**src/rtl/alu_operand_issue.sv**
```systemverilog
// Operand issue stage for the saturating ADD/SUB unit: register file, RAW/WAW scoreboard,
// writeback forwarding and a registered valid/ready operand bundle. Optional ALU_ISSUE_PERF_EN.
module alu_operand_issue #(
    parameter int unsigned DATA_W  = 16,
    parameter int unsigned REG_CNT = 8,
    parameter int unsigned ADDR_W  = 3
) (
    input  logic              clk_in,
    input  logic              rst_n_in,
    input  logic              instr_valid_in,
    output logic              instr_ready_out,
    input  logic              instr_sub_in,
    input  logic [ADDR_W-1:0] instr_rs_in,
    input  logic [ADDR_W-1:0] instr_rt_in,
    input  logic [ADDR_W-1:0] instr_rd_in,
    input  logic              instr_imm_sel_in,
    input  logic [DATA_W-1:0] instr_imm_in,
    input  logic              wb_valid_in,
    input  logic [ADDR_W-1:0] wb_rd_in,
    input  logic [DATA_W-1:0] wb_data_in,
    output logic              iss_valid_out,
    input  logic              iss_ready_in,
    output logic              iss_sub_out,
    output logic [DATA_W-1:0] iss_a_out,
    output logic [DATA_W-1:0] iss_b_out,
    output logic [ADDR_W-1:0] iss_rd_out,
    output logic [15:0]       stall_cnt_out
);

    logic [DATA_W-1:0]  regfile_q [REG_CNT];
    logic [REG_CNT-1:0] pending_q, pending_d;

    logic              iss_valid_q, iss_sub_q;
    logic [DATA_W-1:0] iss_a_q, iss_b_q;
    logic [ADDR_W-1:0] iss_rd_q;

    logic              slot_free, hazard, accept, wb_write;
    logic              hz_rs, hz_rt, hz_rd;
    logic [DATA_W-1:0] opnd_a, opnd_b;

    // A source is only blocked if its pending write is not being resolved this very cycle.
    function automatic logic src_hz(input logic [ADDR_W-1:0]  r,
                                    input logic [REG_CNT-1:0] pend,
                                    input logic               wv,
                                    input logic [ADDR_W-1:0]  wr);
        return (r != '0) && pend[r] && !(wv && (wr == r));
    endfunction

    always_comb begin
        hz_rs = src_hz(instr_rs_in, pending_q, wb_valid_in, wb_rd_in);
        hz_rt = !instr_imm_sel_in && src_hz(instr_rt_in, pending_q, wb_valid_in, wb_rd_in);
        hz_rd = src_hz(instr_rd_in, pending_q, wb_valid_in, wb_rd_in);
    end

    assign slot_free       = !iss_valid_q || iss_ready_in;
    assign hazard          = hz_rs || hz_rt || hz_rd;
    assign instr_ready_out = slot_free && !hazard;
    assign accept          = instr_valid_in && instr_ready_out;
    assign wb_write        = wb_valid_in && (wb_rd_in != '0);

    always_comb begin
        opnd_a = regfile_q[instr_rs_in];
        if (instr_rs_in == '0) begin
            opnd_a = '0;
        end else if (wb_valid_in && (wb_rd_in == instr_rs_in)) begin
            opnd_a = wb_data_in;
        end

        opnd_b = regfile_q[instr_rt_in];
        if (instr_imm_sel_in) begin
            opnd_b = instr_imm_in;
        end else if (instr_rt_in == '0) begin
            opnd_b = '0;
        end else if (wb_valid_in && (wb_rd_in == instr_rt_in)) begin
            opnd_b = wb_data_in;
        end
    end

    // Clear before set so a same-cycle accept to the written register keeps it pending.
    always_comb begin
        pending_d = pending_q;
        if (wb_write) begin
            pending_d[wb_rd_in] = 1'b0;
        end
        if (accept && (instr_rd_in != '0)) begin
            pending_d[instr_rd_in] = 1'b1;
        end
        pending_d[0] = 1'b0;
    end

    always_ff @(posedge clk_in or negedge rst_n_in) begin
        if (!rst_n_in) begin
            for (int i = 0; i < int'(REG_CNT); i++) begin
                regfile_q[i] <= '0;
            end
            pending_q <= '0;
        end else begin
            if (wb_write) begin
                regfile_q[wb_rd_in] <= wb_data_in;
            end
            pending_q <= pending_d;
        end
    end

    always_ff @(posedge clk_in or negedge rst_n_in) begin
        if (!rst_n_in) begin
            iss_valid_q <= 1'b0;
            iss_sub_q   <= 1'b0;
            iss_a_q     <= '0;
            iss_b_q     <= '0;
            iss_rd_q    <= '0;
        end else if (accept) begin
            iss_valid_q <= 1'b1;
            iss_sub_q   <= instr_sub_in;
            iss_a_q     <= opnd_a;
            iss_b_q     <= opnd_b;
            iss_rd_q    <= instr_rd_in;
        end else if (iss_ready_in) begin
            iss_valid_q <= 1'b0;
        end
    end

    assign iss_valid_out = iss_valid_q;
    assign iss_sub_out   = iss_sub_q;
    assign iss_a_out     = iss_a_q;
    assign iss_b_out     = iss_b_q;
    assign iss_rd_out    = iss_rd_q;

`ifdef ALU_ISSUE_PERF_EN
    logic [15:0] stall_cnt_q;

    always_ff @(posedge clk_in or negedge rst_n_in) begin
        if (!rst_n_in) begin
            stall_cnt_q <= '0;
        end else if (instr_valid_in && slot_free && hazard && (stall_cnt_q != 16'hFFFF)) begin
            stall_cnt_q <= stall_cnt_q + 16'd1;
        end
    end

    assign stall_cnt_out = stall_cnt_q;
`else
    assign stall_cnt_out = '0;
`endif

endmodule

```
**config.mk**
```make
export PLATFORM = sky130hd
export DESIGN_NAME = alu_operand_issue
export DESIGN_NICKNAME = d
export VERILOG_FILES = /design/src/rtl/alu_operand_issue.sv
export SDC_FILE = /design/constraint.sdc
export NUM_CORES = 1
export LEC_CHECK = 0
export BUFFER_PORTS_ARGS = -buffer_cell sky130_fd_sc_hd__buf_2
export CORE_MARGIN = 3
export CORE_UTILIZATION = 43
export CTS_BUF_LIST = sky130_fd_sc_hd__clkbuf_8
export DETAILED_ROUTE_END_ITERATION = 12
export PLACE_DENSITY = 0.7
export SKIP_CTS_REPAIR_TIMING = 1
export SYNTH_ARGS = -nofsm -noshare
export SYNTH_HDL_FRONTEND = slang
export SYNTH_SLANG_ARGS = --single-unit
```
**constraint.sdc**
```tcl
create_clock -name clk_in -period 2.1 [get_ports clk_in]
set_input_delay 0.315 -clock clk_in [delete_from_list [all_inputs] [get_ports clk_in]]
set_output_delay 0.315 -clock clk_in [all_outputs]
set_load 0.01 [all_outputs]
```
## Word-level counts from Yosys, hierarchy flattened

Cells that the tools add are included.

| operators by class | value |
|---|---|
| div/mod/pow operators | 0 |
| bitwise operators | 6 |
| $lt $le $gt $ge | 10 |
| $add $sub $neg | 0 |
| muxes and demuxes | 28 |
| multiply operators | 0 |
| equal/unequal tests | 3 |
| shift-type cells | 0 |
| reductions and logical operators | 33 |

Operator list:

| operator | number |
|---|---|
| 16-bit 2-to-1 mux | 10 |
| 128-bit bitwise mux | 1 |
| 16-bit binary-select mux with 3-bit select | 2 |
| 16-bit demux with 3-bit select | 1 |
| 1-bit logical AND | 17 |
| 3-bit by 4-bit < comparator with 1-bit output, second input constant | 4 |
| 8-bit 2-to-1 mux | 2 |
| 4-bit greater-or-equal comparator, second input constant | 3 |
| 3-bit NOT with 4-bit output | 3 |
| 3-bit nonzero test | 4 |
| 1-bit binary-select mux with 3-bit select | 3 |
| 3-bit == test | 3 |
| 8-bit bitwise AND | 1 |
| 8-bit NOT | 1 |
| 8-bit OR | 1 |
| 1-bit 2-to-1 mux | 7 |
| 1-bit demux with 3-bit select | 2 |
| 3-bit by 1-bit greater-or-equal comparator with 1-bit output, second input constant | 2 |
| 1-bit zero test | 6 |
| 3-bit zero test | 2 |
| 4-bit by 1-bit < comparator with 1-bit output, second input constant | 1 |
| 1-bit logical OR | 3 |
| 2-bit nonzero test | 1 |

| word-level totals | value |
|---|---|
| memories kept | 0 |
| RAM bits | 0 |
| logic and storage cells | 94 |
| bits in latches | 0 |
| bits of input ports | 51 |
| register bits | 172 |
| output and inout port bits | 54 |
| memory bits (read-only) | 0 |

## Longest topological paths before layout

Gate-level depths: netlist of run 1.

| logic depth | value |
|---|---|
| depth after elaboration | 12 |
| depth in mapped cells | 10 |

## Least setup slack after synthesis of run 1

Ideal clock, no wire load.

| timing | value |
|---|---|
| kind | input to register |
| from | input port instr_rt_in[2] |
| to | register iss_a_q[10], in the netlist iss_a_out[10] |
| path buffers | 3 |
| data required time | 1.975 ns |
| stages on the path | 9 |
| path slack | -0.116 ns |
| arrival time | 2.091 ns |
| setup time | 0.125 ns |
| cell sequence | buf_2 mux2_4 a221o_1 o2111ai_1 o311a_1 and3_4 buf_6 buf_12 mux2_4 |

| on the way | value |
|---|---|
| longest elaborated chain between the ends | 10 |

Ends and longest elaborated chain:

| what | RTL line | text |
|---|---|---|
| start: declaration | 14 | `input logic [ADDR_W-1:0] instr_rt_in,` |
| 1-bit binary-select mux with 3-bit select or 3-bit == test (tied branches) | 46 | `return (r != '0) && pend[r] && !(wv && (wr == r));` |
| 1-bit 2-to-1 mux (not written as such) or 1-bit logical AND (tied branches) | 46 |  |
| 1-bit logical AND or 1-bit zero test (tied branches) | 46 |  |
| 1-bit logical AND (*) | 46 |  |
| 1-bit logical AND (*) | 51 | `hz_rt = !instr_imm_sel_in && src_hz(instr_rt_in, pending_q, wb_valid_in, wb_rd_in);` |
| 1-bit logical OR (*) (2 in a row) | 56 | `assign hazard = hz_rs \|\| hz_rt \|\| hz_rd;` |
| 1-bit zero test (*) | 57 | `assign instr_ready_out = slot_free && !hazard;` |
| 1-bit logical AND (*) | 57 |  |
| 1-bit logical AND (*) | 58 | `assign accept = instr_valid_in && instr_ready_out;` |
| end signal: assignment | 115 | `iss_a_q <= opnd_a;` |
| end: declaration | 34 | `logic [DATA_W-1:0] iss_a_q, iss_b_q;` |

Every way passes the cells marked *; elsewhere a longest branch is shown, timed or not. The select of a mux whose other input is x is not followed.
A chain may end at the register's enable or synchronous reset.

## Final worst setup path of run 1

| timing | value |
|---|---|
| from | register pending_q[1] |
| to | output port instr_ready_out |

| on the way | value |
|---|---|
| longest elaborated chain between the ends | 9 |

Ends and longest elaborated chain:

| what | RTL line | text |
|---|---|---|
| start: declaration | 31 | `logic [REG_CNT-1:0] pending_q, pending_d;` |
| start signal: assignment | 101 | `pending_q <= pending_d;` |
| 1-bit binary-select mux with 3-bit select | 46 |  |
| 1-bit 2-to-1 mux (not written as such) | 46 |  |
| 1-bit logical AND (2 in a row) | 46 |  |
| 1-bit logical AND | 51 |  |
| 1-bit logical OR | 56 |  |
| 1-bit logical OR (*) | 56 |  |
| 1-bit zero test (*) | 57 |  |
| 1-bit logical AND (*) | 57 |  |
| end: declaration | 11 | `output logic instr_ready_out,` |

Marks and branches as above.

==> results by group, run 1 <==
Synthesis
  – Number of synthesis warnings: 0
  – Number of synthesized register bits: 172
  – Asr flop ratio synth: 100%
  – Register area share after synthesis: 46.8%
  – Mapped Cells: 760
  – Post-synth EDFFs: 0
  – Syn avg cell area: 12.1 um2
  – Ys flop type: dfrtp_1
  – Post-Syn Area: 9190 um2
  – Library cells used by synthesis: 43

Clock network
  – CTS Buf Count: 17
  – CTS root buf: clkbuf_8
  – CTS H-tree depth: 4
  – TritonCTS clock tree: built
  – Clock buffer depth: 2
  – Clock-pin slew on the worst setup and hold paths: 0.10 ns
  – Sink Count: 172
  – Clock latency at the later pin of the worst-skew pair: 0.48 ns

Power and ir drop
  – Maximum VDD drop: 377 uV
  – Internal power: 7.34 mW
  – Switching part of the total: 31.2%
  – Leak: 4.83 nW
  – Flop pwr share: 44.7%
  – Clk pwr share: 24.5%
  – NetSw: 3.34 mW
  – Logic pwr share: 30.7%
  – Pwr/cell area: 989 nW/um2

Final layout
  – Layout Nets: 914
  – Layout area overhead: 17.6%
  – Diode count: 0
  – Share of cells above drive strength 1: 42.2%
  – Layout Cells excl Fill: 1145

Critical path
  – R2r setup slk: -0.18 ns
  – Cells along the critical path: mux2_4 -> a221o_1 -> o2111ai_2 -> o311a_1 -> and2_4 -> buf_6
  – Worst r2r path cells: 7
  – RR Endpoint: iss_a_out[4]$_DFFE_PN0P_
  – RR Startpoint: pending_q[1]$_DFF_PN0_
  – CP required: 1.78 ns
  – CP max FO: 4
  – Critical-path top delay cell: dfrtp_1
  – Worst setup EP type: primary output
  – Setup Crit Path Kind: reg -> out
  – Crit path DAT: 2.10 ns
  – Nature of the critical path startpoint: flop
  – Largest stage delay, worst path: 0.42 ns

Route
  – WL per Instance: 21.1 um
  – DR vias: 6517
  – Drt pass-1 iters: 5
  – Initial DRC count: 462
  – Detail Route Antenna Nets: 0
  – DRC viols: 0
  – Vias per inst: 5.69
  – Final wirelength: 24100 um

Run status
  – Failing checks: negative setup slack
  – Status: finished with violations

Floorplanning
  – Die area: 23200 um2
  – Chip width: 152 um
  – I/O Pins: 105
  – Initial Util: 44.6%
  – Core Region: 20600 um2
  – Vert. Die Dim: 152 um
  – FP Rows: 52

GRT
  – GRT Total Usage: 20.6%
  – GRT overflow: 0
  – Wire length of the first global-routing pass: 38000 um
  – Pin count of the biggest net entering global routing: 57
  – Vias in the first global route: 6710
  – Initial antenna violation count: 0

Place
  – Cell count after placement: 1110
  – DP HPWL: 16100 um
  – Placer Congestion: 0.852
  – Port-buffer cells: 88
  – DP Worst Slack: -0.198 ns

Min path
  – WHS Endpoint: iss_sub_out$_DFFE_PN0P_
  – Hold crit path type: in -> reg
  – Hold Path Origin: instr_sub_in
  – Hold Path Stages: 2

Timing
  – Hold WS: 0.0669 ns
  – Crit path time final: 2.41 ns
  – Setup ws final: -0.311 ns
  – # setup viols final: 39
  – Final worst-path cycle share: 115%
  – Unrepaired setup endpoints after global routing: yes
  – Pins over their slew limit: 0
  – FMAX: 415 MHz
  – Final hold violation count: 0
  – Clock skew: 0.0156 ns

Run
  – Number of max-cap violations: 0
## cells in the final DEF, fill, tap and decap left out, types with 3 or more instances in the layout
master,synthesis,layout
mux2_2,126,120
nand3b_1,3,3
o22ai_1,5,5
nand2_1,20,20
dfrtp_1,172,172
a221o_1,5,5
conb_1,1,16
buf_4,17,45
bufinv_16,0,4
buf_12,1,13
mux2i_1,58,58
inv_6,0,6
a211oi_1,12,12
nor2_1,42,42
inv_1,20,20
xnor2_1,7,7
nand3_1,5,5
a21oi_1,62,62
nand2b_1,3,3
clkbuf_8,0,17
clkinv_4,0,3
nor3_1,4,3
nand4_1,4,4
nor2b_1,8,8
o21ai_0,43,43
mux2_4,12,18
buf_2,18,86
a32o_1,3,3
mux4_2,37,37
buf_6,2,10
## kinds of logic (layout without fill, tap and decap cells)
kind of cell | count (synthesis) | after routing | share of synthesized area [%]
multiplexers | 233 | 233 | 32.8
flip-flops | 172 | 172 | 46.8
AO/OA/AOI/OAI | 139 | 139 | 8.67
buffers and inverters | 109 | 209 | 5.86
AND/OR/NAND/NOR | 97 | 97 | 4.94
XOR/XNOR | 9 | 9 | 0.858
other | 1 | 16 | 0.0408
## state kept, by name (all words and copies together), names as in the netlist
register       cells
iss_b_out         16
iss_a_out         16
pending_q          7
iss_valid_out      1
regfile_q        128
iss_rd_out         3
iss_sub_out        1
## synth_stat cells, drive strengths merged (8+ instances only)
cell    number  area share (%)
clkbuf      48             2.0
mux4        37             9.1
nor2        42             1.7
mux2i       58             6.3
nor2b        8            0.54
a211oi      12            0.98
dfrtp      172              47
mux2       138              17
o21ai       44             2.4
a21oi       62             3.4
buf         41             3.1
inv         20            0.82
nand2       20            0.82
## power by group through the flow
stage,combinational [mW],sequential [mW],clock [mW]
after floorplan,1.95,4.83,0
after CTS,3.14,4.76,2.66
after global placement,3.03,4.79,0
after global routing,3.56,4.89,2.81
after detailed placement,3.13,4.82,0
final,3.28,4.78,2.62
## area by class of cell
| type | count | area [um2] |
|---|---|---|
| fill | 1744 | 9820 |
| multi-input combinational | 494 | 4440 |
| sequential | 172 | 4300 |
| timing repair buffer | 158 | 1210 |
| tap | 270 | 338 |
| clock buffer | 17 | 234 |
| clock inverter | 14 | 206 |
| inverter | 20 | 75.1 |
## stage by stage
step           total power, mW  cell area, um2  setup TNS [ns]  util (%)
2_1_floorplan             6.77            9260          -0.917         -
3_3_place_gp              7.81           10200           -3.71      49.6
3_5_place_dp              7.94           10200           -5.20      49.6
4_1_cts                   10.6           10700           -3.24      51.7
5_1_grt                   11.3           10800           -7.81      52.4
6_report                  10.7           10800           -4.77      52.4
## layer usage
| metal | vias to the layer above | wire, um | share of wire [%] | global-route usage [%] |
|---|---|---|---|---|
| li1 | 2933 | - | - | - |
| met1 | 3296 | 10500 | 44 | 28.0 |
| met2 | 255 | 11600 | 48 | 33.4 |
| met3 | 33 | 1670 | 6.9 | 4.86 |
| met4 | 0 | 394 | 1.6 | 5.74 |
| met5 | - | 0 | 0 | 0 |
## critical path, delay by kind of cell (launching register included)
| family | cells | cell delay (ns) |
|---|---|---|
| buffers and inverters | 1 | 0.09 |
| muxes | 1 | 0.27 |
| DFF | 1 | 0.42 |
| and+or+nand+nor | 1 | 0.18 |
| AOI/OAI and AO/OA | 3 | 0.66 |
## worst max path at each step
stage               cells after the start  slack, ns                   start                         to
floorplan                               9      -0.08          instr_rt_in[2]  iss_a_out[10]$_DFFE_PN0P_
global placement                        8      -0.16          instr_rt_in[2]   iss_a_out[1]$_DFFE_PN0P_
detailed placement                      8      -0.20          instr_rt_in[2]   iss_a_out[1]$_DFFE_PN0P_
CTS                                     6      -0.35  pending_q[1]$_DFF_PN0_            instr_ready_out
global route                            6      -0.40  pending_q[5]$_DFF_PN0_            instr_ready_out
finish                                  6      -0.31  pending_q[1]$_DFF_PN0_            instr_ready_out
(Power assumes the default switching activity.)
==> inputs of run 2 (changes only) <==
PLACE_DENSITY = 0.68   (was 0.7)
clock period = 2.5 ns   (was 2.1 ns; I/O delays follow)
==> run 2 against run 1 <==
Compared with the run above:
- the run now ends clean
- clock power decreased by 23%
- via count decreased by 1.6%
- combinational power decreased by 23%
- cell area decreased by 3.6%
- clock-buffer cell count increased by 1
- critical path depth unchanged
- register-to-register slack improved by 0.36 ns
- clock skew about the same
- flip-flop and latch count unchanged
- sequential share of layout area increased by 1.5 points
==> results by group, run 2 (same netlist as run 1, synthesis figures left out) <==
Final layout
  – Largest register FFs: 128
  – Most flop-heavy register: regfile_q
  – Diode count: 0
  – Most common cell after layout, fill and taps aside: dfrtp_1
  – Commonest non-fill, non-tap cells in the layout: dfrtp_1, mux2_2, buf_2, a21oi_1, mux2i_1
  – Final instance area: 10400 um2
  – Layout Nets: 893
  – Fill count: 1821
  – Layout area overhead: 13.3%
  – Share of cells above drive strength 1: 40.3%

GRT
  – Vias in the first global route: 6407
  – Initial antenna violation count: 0
  – GRT overflow: 0
  – Wire length of the first global-routing pass: 37200 um
  – Pin count of the biggest net entering global routing: 48
  – GRT Total Usage: 20.3%

Critical path
  – Cells along the critical path: mux2_4 -> a221o_1 -> o2111ai_2 -> o311a_1 -> and2_1 -> buf_2
  – Worst setup EP type: primary output
  – CP top delay family: compound AO/OA/AOI/OAI gates
  – Nature of the critical path startpoint: flop
  – CP max FO: 4
  – Setup Crit Path Kind: reg -> out
  – Crit path DAT: 2.05 ns
  – Worst path bufs/invs: 1
  – CP required: 2.12 ns
  – Largest stage delay, worst path: 0.42 ns
  – Critical-path top delay cell: dfrtp_1

Timing
  – Pins over their slew limit: 0
  – Final worst-path cycle share: 97.1%
  – Crit path time final: 2.43 ns
  – Setup ws final: 0.0726 ns
  – Unrepaired setup endpoints after global routing: no
  – Final hold violation count: 0
  – FMAX: 412 MHz
  – # setup viols final: 0
  – Clock skew: 0.0155 ns

Run
  – Number of max-cap violations: 0

Power and ir drop
  – NetSw: 2.65 mW
  – Maximum VDD drop: 326 uV
  – Internal power: 5.91 mW
  – Tot Pwr: 8.56 mW
  – Logic pwr share: 29.5%
  – Flop pwr share: 46.8%
  – Switching part of the total: 30.9%
  – Leak: 4.63 nW
  – Clk pwr share: 23.6%
  – Pwr/cell area: 822 nW/um2

Place
  – Cell Area, Placed: 9960 um2
  – DP HPWL: 15400 um
  – DP Worst Slack: 0.134 ns
  – Placer Congestion: 0.873
  – Port-buffer cells: 88

Route
  – DR vias: 6410
  – DRC viols: 0
  – Detail Route Antenna Nets: 0
  – Initial DRC count: 377
  – Final wirelength: 23400 um
  – WL per Instance: 20.8 um
  – Drt pass-1 iters: 5
  – Vias per inst: 5.70

Clock network
  – TritonCTS clock tree: built
  – CTS root buf: clkbuf_8
  – Clock buffer depth: 2
  – Clock-pin slew on the worst setup and hold paths: 0.09 ns
  – Clock latency at the later pin of the worst-skew pair: 0.47 ns
  – CTS H-tree depth: 4
  – Sink Count: 172
  – CTS Buf Count: 17

Floorplanning
  – Die area: 23200 um2
  – Chip width: 152 um
  – Core Region: 20600 um2
  – FP Rows: 52
  – Vert. Die Dim: 152 um
  – Initial Util: 44.6%
  – I/O Pins: 105

Min path
  – Hold crit path type: in -> reg

Run status
  – Status: finished clean
## run 2: cell types whose count changed in the layout (fill, tap and decap cells not counted), sizes merged
cell,previous run,this run
buf,156,136
inv,26,24
bufinv,4,3
clkinv,3,4
clkinvlp,1,2
## run 2: through the flow
| stage | util (%) | setup TNS (ns) | cells | hold slack, ns |
|---|---|---|---|---|
| after floorplan | - | 0 | 775 | 0.0794 |
| after global placement | 48.3 | 0 | 1088 | 0.350 |
| after detailed placement | 48.3 | 0 | 1088 | 0.357 |
| after CTS | 50.3 | -0.0950 | 1119 | -0.156 |
| after global routing | 50.5 | 0 | 1124 | 0.139 |
| final | 50.5 | 0 | 1124 | 0.140 |
## run 2: layer usage
metal	share of wire (%)	track usage, %
met4	1.7	6.34
met3	6.0	3.86
met1	44	28.1
met5	0	0
met2	48	32.6
## run 2: final timing paths
check | start | end | slack [ns] | depth (start not counted)
max | pending_q[1]$_DFF_PN0_ | instr_ready_out | 0.07 | 6
min | instr_sub_in | iss_sub_out$_DFFE_PN0P_ | 0.14 | 2
max reg2reg | pending_q[1]$_DFF_PN0_ | iss_a_out[3]$_DFFE_PN0P_ | 0.18 | 8
min reg2reg | regfile_q[124]$_DFFE_PN0P_ | regfile_q[124]$_DFFE_PN0P_ | 0.38 | 0
max in group asynchronous | rst_n_in | regfile_q[44]$_DFFE_PN0P_ | 1.38 | 3
min in group asynchronous | rst_n_in | iss_rd_out[2]$_DFFE_PN0P_ | 0.40 | 2
## run 2: area by class of cell
| cell class | instances | area [um2] | share of cell area, % |
|---|---|---|---|
| multi-input combinational | 494 | 4410 | 42.4 |
| sequential | 172 | 4300 | 41.3 |
| timing repair buffer | 137 | 880 | 8.45 |
| tap | 270 | 338 | 3.24 |
| clock buffer | 18 | 248 | 2.38 |
| clock inverter | 13 | 153 | 1.47 |
| inverter | 20 | 75.1 | 0.721 |
## run 2: power by group through the flow
| stage | Clock [mW] | Combinational (mW) | Sequential (mW) |
|---|---|---|---|
| 6_report | 2.02 | 2.53 | 4.01 |
| 5_1_grt | 2.20 | 2.76 | 4.11 |
| 4_1_cts | 2.07 | 2.52 | 4.00 |
| 3_5_place_dp | 0 | 2.51 | 4.05 |
| 3_3_place_gp | 0 | 2.45 | 4.04 |
| 2_1_floorplan | 0 | 1.63 | 4.05 |
==> inputs of run 3 (changes only) <==
BUFFER_PORTS_ARGS = default   (was -buffer_cell sky130_fd_sc_hd__buf_2)
DONT_BUFFER_PORTS = 1   (was default)
PLACE_DENSITY = 0.64   (was 0.68)
==> run 3 against run 2 <==
Compared with the run above:
- the run now ends with negative hold slack left
- register-to-register slack about the same
- cell area fell by 6.8%
- sequential power up 5%
- utilization decreased by 3.4 points
- first-iteration DRC count is 33% higher
- die area unchanged
- cell count decreased by 10%
- clock power is 2% lower
- clock skew is 0.0053 ns higher
- combinational power is 29% lower
- clock-buffer cell count up 1
- critical path type unchanged
- setup slack improved by 0.033 ns
==> results by group, run 3 (same netlist as run 1, synthesis figures left out) <==
Run status
  – Status: finished with violations
  – Failing checks: negative hold slack

Critical path
  – CP max FO: 4
  – Worst r2r path cells: 7
  – Setup Crit Path Kind: reg -> out
  – R2r setup slk: 0.19 ns
  – Nature of the critical path startpoint: flop
  – Crit. Startpoint: pending_q[1]$_DFF_PN0_
  – RR Endpoint: iss_a_out[3]$_DFFE_PN0P_
  – RR Startpoint: pending_q[1]$_DFF_PN0_
  – Crit path DAT: 2.02 ns
  – CP required: 2.12 ns
  – Worst setup EP type: primary output

Final layout
  – Diode count: 0
  – Layout Nets: 778
  – Layout Cells excl Fill: 1010
  – Most common cell after layout, fill and taps aside: dfrtp_1
  – Final instance area: 9700 um2
  – Largest register FFs: 128
  – Share of cells above drive strength 1: 31.2%
  – Layout area overhead: 5.57%
  – Commonest non-fill, non-tap cells in the layout: dfrtp_1, mux2_2, a21oi_1, mux2i_1, o21ai_0
  – Most flop-heavy register: regfile_q

Timing
  – # setup viols final: 0
  – Setup tns final: 0 ns
  – Crit path time final: 2.39 ns
  – Clock skew: 0.0208 ns
  – FMAX: 418 MHz
  – Unrepaired setup endpoints after global routing: no
  – Final worst-path cycle share: 95.8%
  – Final hold violation count: 172
  – Hold WS: -0.404 ns
  – Pins over their slew limit: 0

Floorplanning
  – Vert. Die Dim: 152 um
  – FP Rows: 52
  – Die area: 23200 um2
  – I/O Pins: 105
  – Chip width: 152 um
  – Initial Util: 44.6%
  – Core Region: 20600 um2

Power and ir drop
  – Maximum VDD drop: 427 uV
  – NetSw: 2.46 mW
  – Flop pwr share: 52.8%
  – Internal power: 5.49 mW
  – Clk pwr share: 24.7%
  – Switching part of the total: 31.0%
  – Logic pwr share: 22.5%
  – Leak: 4.11 nW
  – Pwr/cell area: 820 nW/um2

Clock network
  – CTS H-tree depth: 4
  – Clock-pin slew on the worst setup and hold paths: 0.09 ns
  – TritonCTS clock tree: built
  – CTS Buf Count: 17
  – Clock latency at the later pin of the worst-skew pair: 0.47 ns
  – CTS root buf: clkbuf_8
  – Sink Count: 172
  – Clock buffer depth: 2

Route
  – DR vias: 6132
  – DRC viols: 0
  – Initial DRC count: 503
  – Detail Route Antenna Nets: 0
  – Drt pass-1 iters: 5
  – Vias per inst: 6.07
  – WL per Instance: 23.2 um
  – Final wirelength: 23500 um

Min path
  – Hold crit path type: in -> async

Place
  – DP HPWL: 14200 um
  – Cell count after placement: 976
  – Cell Area, Placed: 9290 um2
  – Placer Congestion: 0.812
  – Port-buffer cells: 0

Run
  – Number of max-cap violations: 0

GRT
  – Pin count of the biggest net entering global routing: 173
  – Vias in the first global route: 6264
  – GRT Total Usage: 20.1%
  – Wire length of the first global-routing pass: 36700 um
  – Initial antenna violation count: 0
  – GRT overflow: 0
run 3: cell count changes in the layout (fill, tap and decap cells not counted), sizes merged:
cell | previous run | this run
buf | 136 | 20
bufinv | 3 | 1
clkbuf | 18 | 19
dlygate4sd3 | 1 | 2
inv | 24 | 26
run 3: metal layers:
| metal | wire (um) | vias up | share of wire [%] | GRT usage (%) |
|---|---|---|---|---|
| met5 | 0 | - | 0 | 0 |
| met4 | 481 | 0 | 2.0 | 5.95 |
| met3 | 1780 | 48 | 7.6 | 4.97 |
| met2 | 11000 | 309 | 47 | 32.1 |
| met1 | 10200 | 3114 | 43 | 27.5 |
| li1 | - | 2661 | - | - |
run 3: critical path, cell delays in order, from the launching register on:
cell	delay (ns)
dfrtp_1	0.42
mux2_4	0.27
a221o_1	0.30
o2111ai_1	0.10
o311a_1	0.26
and2_1	0.21
run 3: layout make-up:
cell class                 count  area, um2
clock inverter                13        131
timing repair buffer          22        183
clock buffer                  19        262
tap                          270        338
multi-input combinational    494       4410
sequential                   172       4300
inverter                      20       75.1
fill                        1814      10900
run 3: stage by stage:
step	total power [mW]	setup WS [ns]	util (%)
after floorplan	5.68	0.224	-
after global placement	5.92	0.263	45.0
after detailed placement	6.05	0.223	45.0
after CTS	8.01	0.102	46.9
after global routing	8.39	0.00543	47.0
final	7.95	0.106	47.0
run 3: power by group through the flow:
stage / sequential (mW) / clock (mW) / combinational [mW]
2_1_floorplan: 4.05 / 0 / 1.63
5_1_grt: 4.29 / 2.13 / 1.97
4_1_cts: 4.20 / 2.01 / 1.80
3_3_place_gp: 4.20 / 0 / 1.72
3_5_place_dp: 4.26 / 0 / 1.79
6_report: 4.20 / 1.97 / 1.79
run 3: worst max-delay path by stage:
| stage | to | slack (ns) | cells past startpoint |
|---|---|---|---|
| after floorplan | iss_a_out[10]$_DFFE_PN0P_ | 0.22 | 9 |
| after global placement | iss_a_out[3]$_DFFE_PN0P_ | 0.26 | 7 |
| after detailed placement | iss_a_out[3]$_DFFE_PN0P_ | 0.22 | 7 |
| after CTS | instr_ready_out | 0.10 | 5 |
| after global routing | instr_ready_out | 0.005 | 5 |
| final | instr_ready_out | 0.11 | 5 |
